--- src/rtl/minicpu_useq.sv ---
// minicpu_useq: microprogram sequencer forming the next microaddress from the microword's next-address fields
module minicpu_useq #(
  parameter int IR_W = 5,
  parameter int UA_W = 8,
  parameter int NCC = 4,
  parameter int STK_DEPTH = 4,
  parameter logic [UA_W-1:0] RST_VEC = 'h00,
  parameter logic [UA_W-1:0] INT_VEC = 'h04,
  parameter logic [UA_W-IR_W-1:0] DSP_BASE = 'h1,
  localparam int CS_W = $clog2(NCC),
  localparam int SP_W = $clog2(STK_DEPTH + 1)
) (
  input  logic            Clk,
  input  logic            Rst,
  input  logic            Rdy,
  input  logic            Int,
  input  logic [NCC-1:0]  CC,
  input  logic [IR_W-1:0] IR,
  input  logic [2:0]      NAOp,
  input  logic [CS_W-1:0] CCSel,
  input  logic            CCInv,
  input  logic [UA_W-1:0] BA,
  output logic [UA_W-1:0] MA,
  output logic            Done,
  output logic            Ack,
  output logic            StkErr,
  output logic [SP_W-1:0] SP
);
  localparam int IX_W = STK_DEPTH > 1 ? $clog2(STK_DEPTH) : 1;
  localparam logic [2:0] NXT = 3'd0, JMP = 3'd1, BRT = 3'd2, CALL = 3'd3,
                         RTS = 3'd4, DSP = 3'd5, MWB = 3'd6, HLT = 3'd7;
  logic [UA_W-1:0] stk [2**IX_W];
  logic [UA_W-1:0] n, nxt;
  logic [IX_W-1:0] push_ix, pop_ix;
  logic full, empty;
  assign n = MA + 1'b1;
  assign full = SP == SP_W'(STK_DEPTH);
  assign empty = SP == '0;
  assign push_ix = IX_W'(SP);
  assign pop_ix = IX_W'(SP - 1'b1);
  always_comb begin
    nxt = n;
    case (NAOp)
      JMP:  nxt = BA;
      BRT:  nxt = (CC[CCSel] ^ CCInv) ? BA : n;
      CALL: nxt = BA;
      RTS:  nxt = empty ? n : stk[pop_ix];
      DSP:  nxt = Int ? INT_VEC : {DSP_BASE, IR};
      MWB:  nxt = {BA[UA_W-1:2], CC[1:0]};
      HLT:  nxt = MA;
      default: nxt = n;
    endcase
  end
  always_ff @(posedge Clk or negedge Rst) begin
    if (!Rst) begin
      MA <= RST_VEC;
      SP <= '0;
      Done <= 1'b0;
      Ack <= 1'b0;
      StkErr <= 1'b0;
      for (int i = 0; i < 2**IX_W; i++) stk[i] <= '0;
    end else begin
      Done <= 1'b0;
      Ack <= 1'b0;
      if (Rdy) begin
        MA <= nxt;
        if (NAOp == CALL) begin
          if (full) StkErr <= 1'b1;
          else begin
            stk[push_ix] <= n;
            SP <= SP + 1'b1;
          end
        end
        if (NAOp == RTS) begin
          if (empty) StkErr <= 1'b1;
          else SP <= SP - 1'b1;
        end
        if (NAOp == DSP) begin
          Done <= 1'b1;
          Ack <= Int;
        end
      end
    end
  end
endmodule

--- config.mk ---
export PLATFORM = sky130hd
export DESIGN_NAME = minicpu_useq
export DESIGN_NICKNAME = d
export VERILOG_FILES = /design/src/rtl/minicpu_useq.sv
export SDC_FILE = /design/constraint.sdc
export NUM_CORES = 1
export LEC_CHECK = 0
export ABC_CLOCK_PERIOD_IN_PS = 3070
export CAP_MARGIN = 0
export CORE_MARGIN = 2
export CORE_UTILIZATION = 53
export CTS_CLUSTER_DIAMETER = 200
export CTS_CLUSTER_SIZE = 28
export DETAILED_ROUTE_END_ITERATION = 7
export HOLD_SLACK_MARGIN = 0.12
export PLACE_DENSITY_LB_ADDON = 0.2
export SYNTH_ARGS = -nofsm -noshare
export SYNTH_HDL_FRONTEND = slang
export SYNTH_SLANG_ARGS = --single-unit
--- constraint.sdc ---
create_clock -name Clk -period 3.07 [get_ports Clk]
set_clock_uncertainty 0.15 [all_clocks]
set_input_delay 0.614 -clock Clk [delete_from_list [all_inputs] [get_ports Clk]]
set_output_delay 0.614 -clock Clk [all_outputs]
set_load 0.03 [all_outputs]
==> run metrics <==
Design Area, Final 3110 um2; vias post-DR 2090; Starting Density 54.3%; top cells by area, synth dfrtp_1 (45%), mux4_2 (7.9%), nand2_1 (7.7%); final setup margin 0.566 ns; count leader, synth nand2_1; CP endpoint MA[0]$_DFFE_PN0P_; critical path data arrival time 2.58 ns; Pwr Density 792 nW/um2; drt wl/cell 16.7 um; warnings from Yosys 0; Port Buffer Count 40; Main synth FF type dfrtp_1; routability cong. 0.899; Die W 73.4 um; CP Max Fanout 2; R2R depth 6; clk sinks 46; Critical R2R Launch SP[1]$_DFFE_PN0P_; Synth Cell Area 2550 um2; Gate Count Post-Synth 261; RSZ-0062 raised after global routing no; register bit total from synthesis 46; Inserted Clock Buffers 5; most frequent cells after synthesis nand2_1 (52), dfrtp_1 (46), o21ai_0 (36); Fillers 377; min Tclk post-route 2.50 ns; Synth area leader dfrtp_1; register area share after synthesis 45.1%; DRC viols 0; Post-Route WL 5950 um; Critical R2R Capture MA[7]$_DFFE_PN0P_; gr ovfl total 0; Synth-to-Final Area Change 21.8%; run status finished, final reports clean; CP required 3.14 ns; CTS Hold Bufs 0; ant diodes 0; nets 335; FF/Latch Area 1150 um2; Max-Cap Viols 0; Final HPWL DP 4330 um; vias in the first global route 2038; Setup WS pre-CTS 0.280 ns; Final setup violation count 0; asr flop ratio synth 100%; Yosys cell types 37; VDD IR max 551 uV; clk root buf clkbuf_8; TNS Setup 0 ns; CTS resizes 0; initial antenna violation count 0; Clock Pin Slew Worst Setup and Hold Paths 0.09 ns; Slew @ Worst Pin 0.996 ns; f_max 0.399 GHz; Worst setup SP type primary input; Post-CTS Setup Bufs 0; CP Capture Type register; CP startpoint CCSel[0]; cell count after placement 349; deepest clock path buffer count 2; TritonCTS clock tree yes; first-pass GRT wire length 9870 um; number of DRC markers in iteration 0 261; Slew Limit Fails 0; synthesized net count 294; floorplan row count 25; Post-synth EDFFs 0; largest net degree at the start of global routing 47; post-route ant nets 0; Placement Cell Area 3000 um2; R2R setup slack 0.79 ns; Finished Layout Cells 357; critical path class primary input to register; area of the multi-input gates 1290 um2; worst skew pair latency 0.30 ns; Tcrit/Tclk final 81.6%; Via density 5.85; Die Area 5380 um2; die height 73.4 um; Post-Syn Area per Cell 9.77 um2; 1st-pass router iterations 4; Worst Hold Class primary input to asynchronous set/reset pin; Slew headroom 33.6%; final core utilization 66.2%; Final Hold Vio Count 0; ratio of cells with drive above 1 in the final layout 11.9%; Leak 1.34 nW; Core ar. 4690 um2; post-synth top area share 45.1%; # IOs 41; All-Layer GR Usage 24.4%; H-Tree Depth 2
==> worst max-delay path: stages <==
cell	delay, ns
clkdlybuf4s50_1	0.48
mux4_2	0.56
xor2_1	0.21
a21oi_1	0.11
or3b_2	0.45
a31oi_1	0.16
==> cells in the final DEF (no fill, tap or decap), types with 5 or more instances in the layout <==
| master | Yosys | layout |
|---|---|---|
| xnor2_1 | 6 | 6 |
| clkbuf_8 | 0 | 5 |
| nand2_1 | 52 | 52 |
| buf_4 | 2 | 10 |
| a31oi_1 | 8 | 8 |
| and3_1 | 7 | 7 |
| a21oi_1 | 7 | 7 |
| ha_1 | 6 | 6 |
| clkdlybuf4s50_1 | 0 | 39 |
| xor2_1 | 6 | 6 |
| dfrtp_1 | 46 | 46 |
| nand3_1 | 9 | 9 |
| o211ai_1 | 6 | 6 |
| mux4_2 | 9 | 9 |
| nor2_1 | 12 | 12 |
| o21ai_0 | 36 | 36 |
| a221oi_1 | 6 | 6 |
==> how the worst min path moves through the flow <==
stage,start,end,slack (ns),cells after the start
3_5_place_dp,StkErr$_DFFE_PN0P_,StkErr$_DFFE_PN0P_,0.31,1
5_1_grt,StkErr$_DFFE_PN0P_,StkErr$_DFFE_PN0P_,0.34,1
3_3_place_gp,StkErr$_DFFE_PN0P_,StkErr$_DFFE_PN0P_,0.30,1
4_1_cts,StkErr$_DFFE_PN0P_,StkErr$_DFFE_PN0P_,0.33,1
6_report,Rst,MA[7]$_DFFE_PN0P_,0.32,1
2_1_floorplan,Rst,Ack$_DFF_PN0_,0.17,0
==> logic make-up after synthesis <==
family                   share of synthesized area (%)
AO/OA/AOI/OAI                                     17.5
flip-flops                                        45.1
AND/OR/NAND/NOR                                   15.7
multiplexers                                      9.72
XOR/XNOR                                          4.76
adder cells (fa/ha/maj)                           2.94
buffers and inverters                             4.22
==> state kept, by name (all words and copies together), names as in the netlist <==
name	count
SP	3
MA	8
Ack	1
stk	32
StkErr	1
Done	1
==> report_power, final <==
part / switching, W / internal [W]
logic: 0.000536 / 0.000487
clock network: 0.000207 / 0.000243
registers: 0.000158 / 0.000829
total: 0.000901 / 0.00156
==> layout make-up <==
type | count | share of cell area [%]
clock buffer | 6 | 2.34
clock inverter | 2 | 1.21
inverter | 4 | 0.483
multi-input combinational | 195 | 41.6
sequential | 46 | 37.1
tap | 54 | 2.18
timing repair buffer | 50 | 15.1
==> through the flow <==
stage               hold slack (ns)  total power [W]
floorplan                     0.168          0.00167
global placement              0.302          0.00199
detailed placement            0.307          0.00203
CTS                           0.326          0.00248
global route                  0.340          0.00265
finish                        0.324          0.00246
==> metal layers <==
layer | global-route usage [%] | share of wire (%) | vias to the layer above | wire, um
met1 | 34.4 | 44 | 1008 | 2610
met2 | 37.9 | 49 | 61 | 2930
met4 | 7.68 | 1.5 | 0 | 92
li1 | - | - | 1011 | -
met5 | 0 | 0 | - | 0
met3 | 4.94 | 5.3 | 10 | 315
Power figures use the tool's default switching activity.
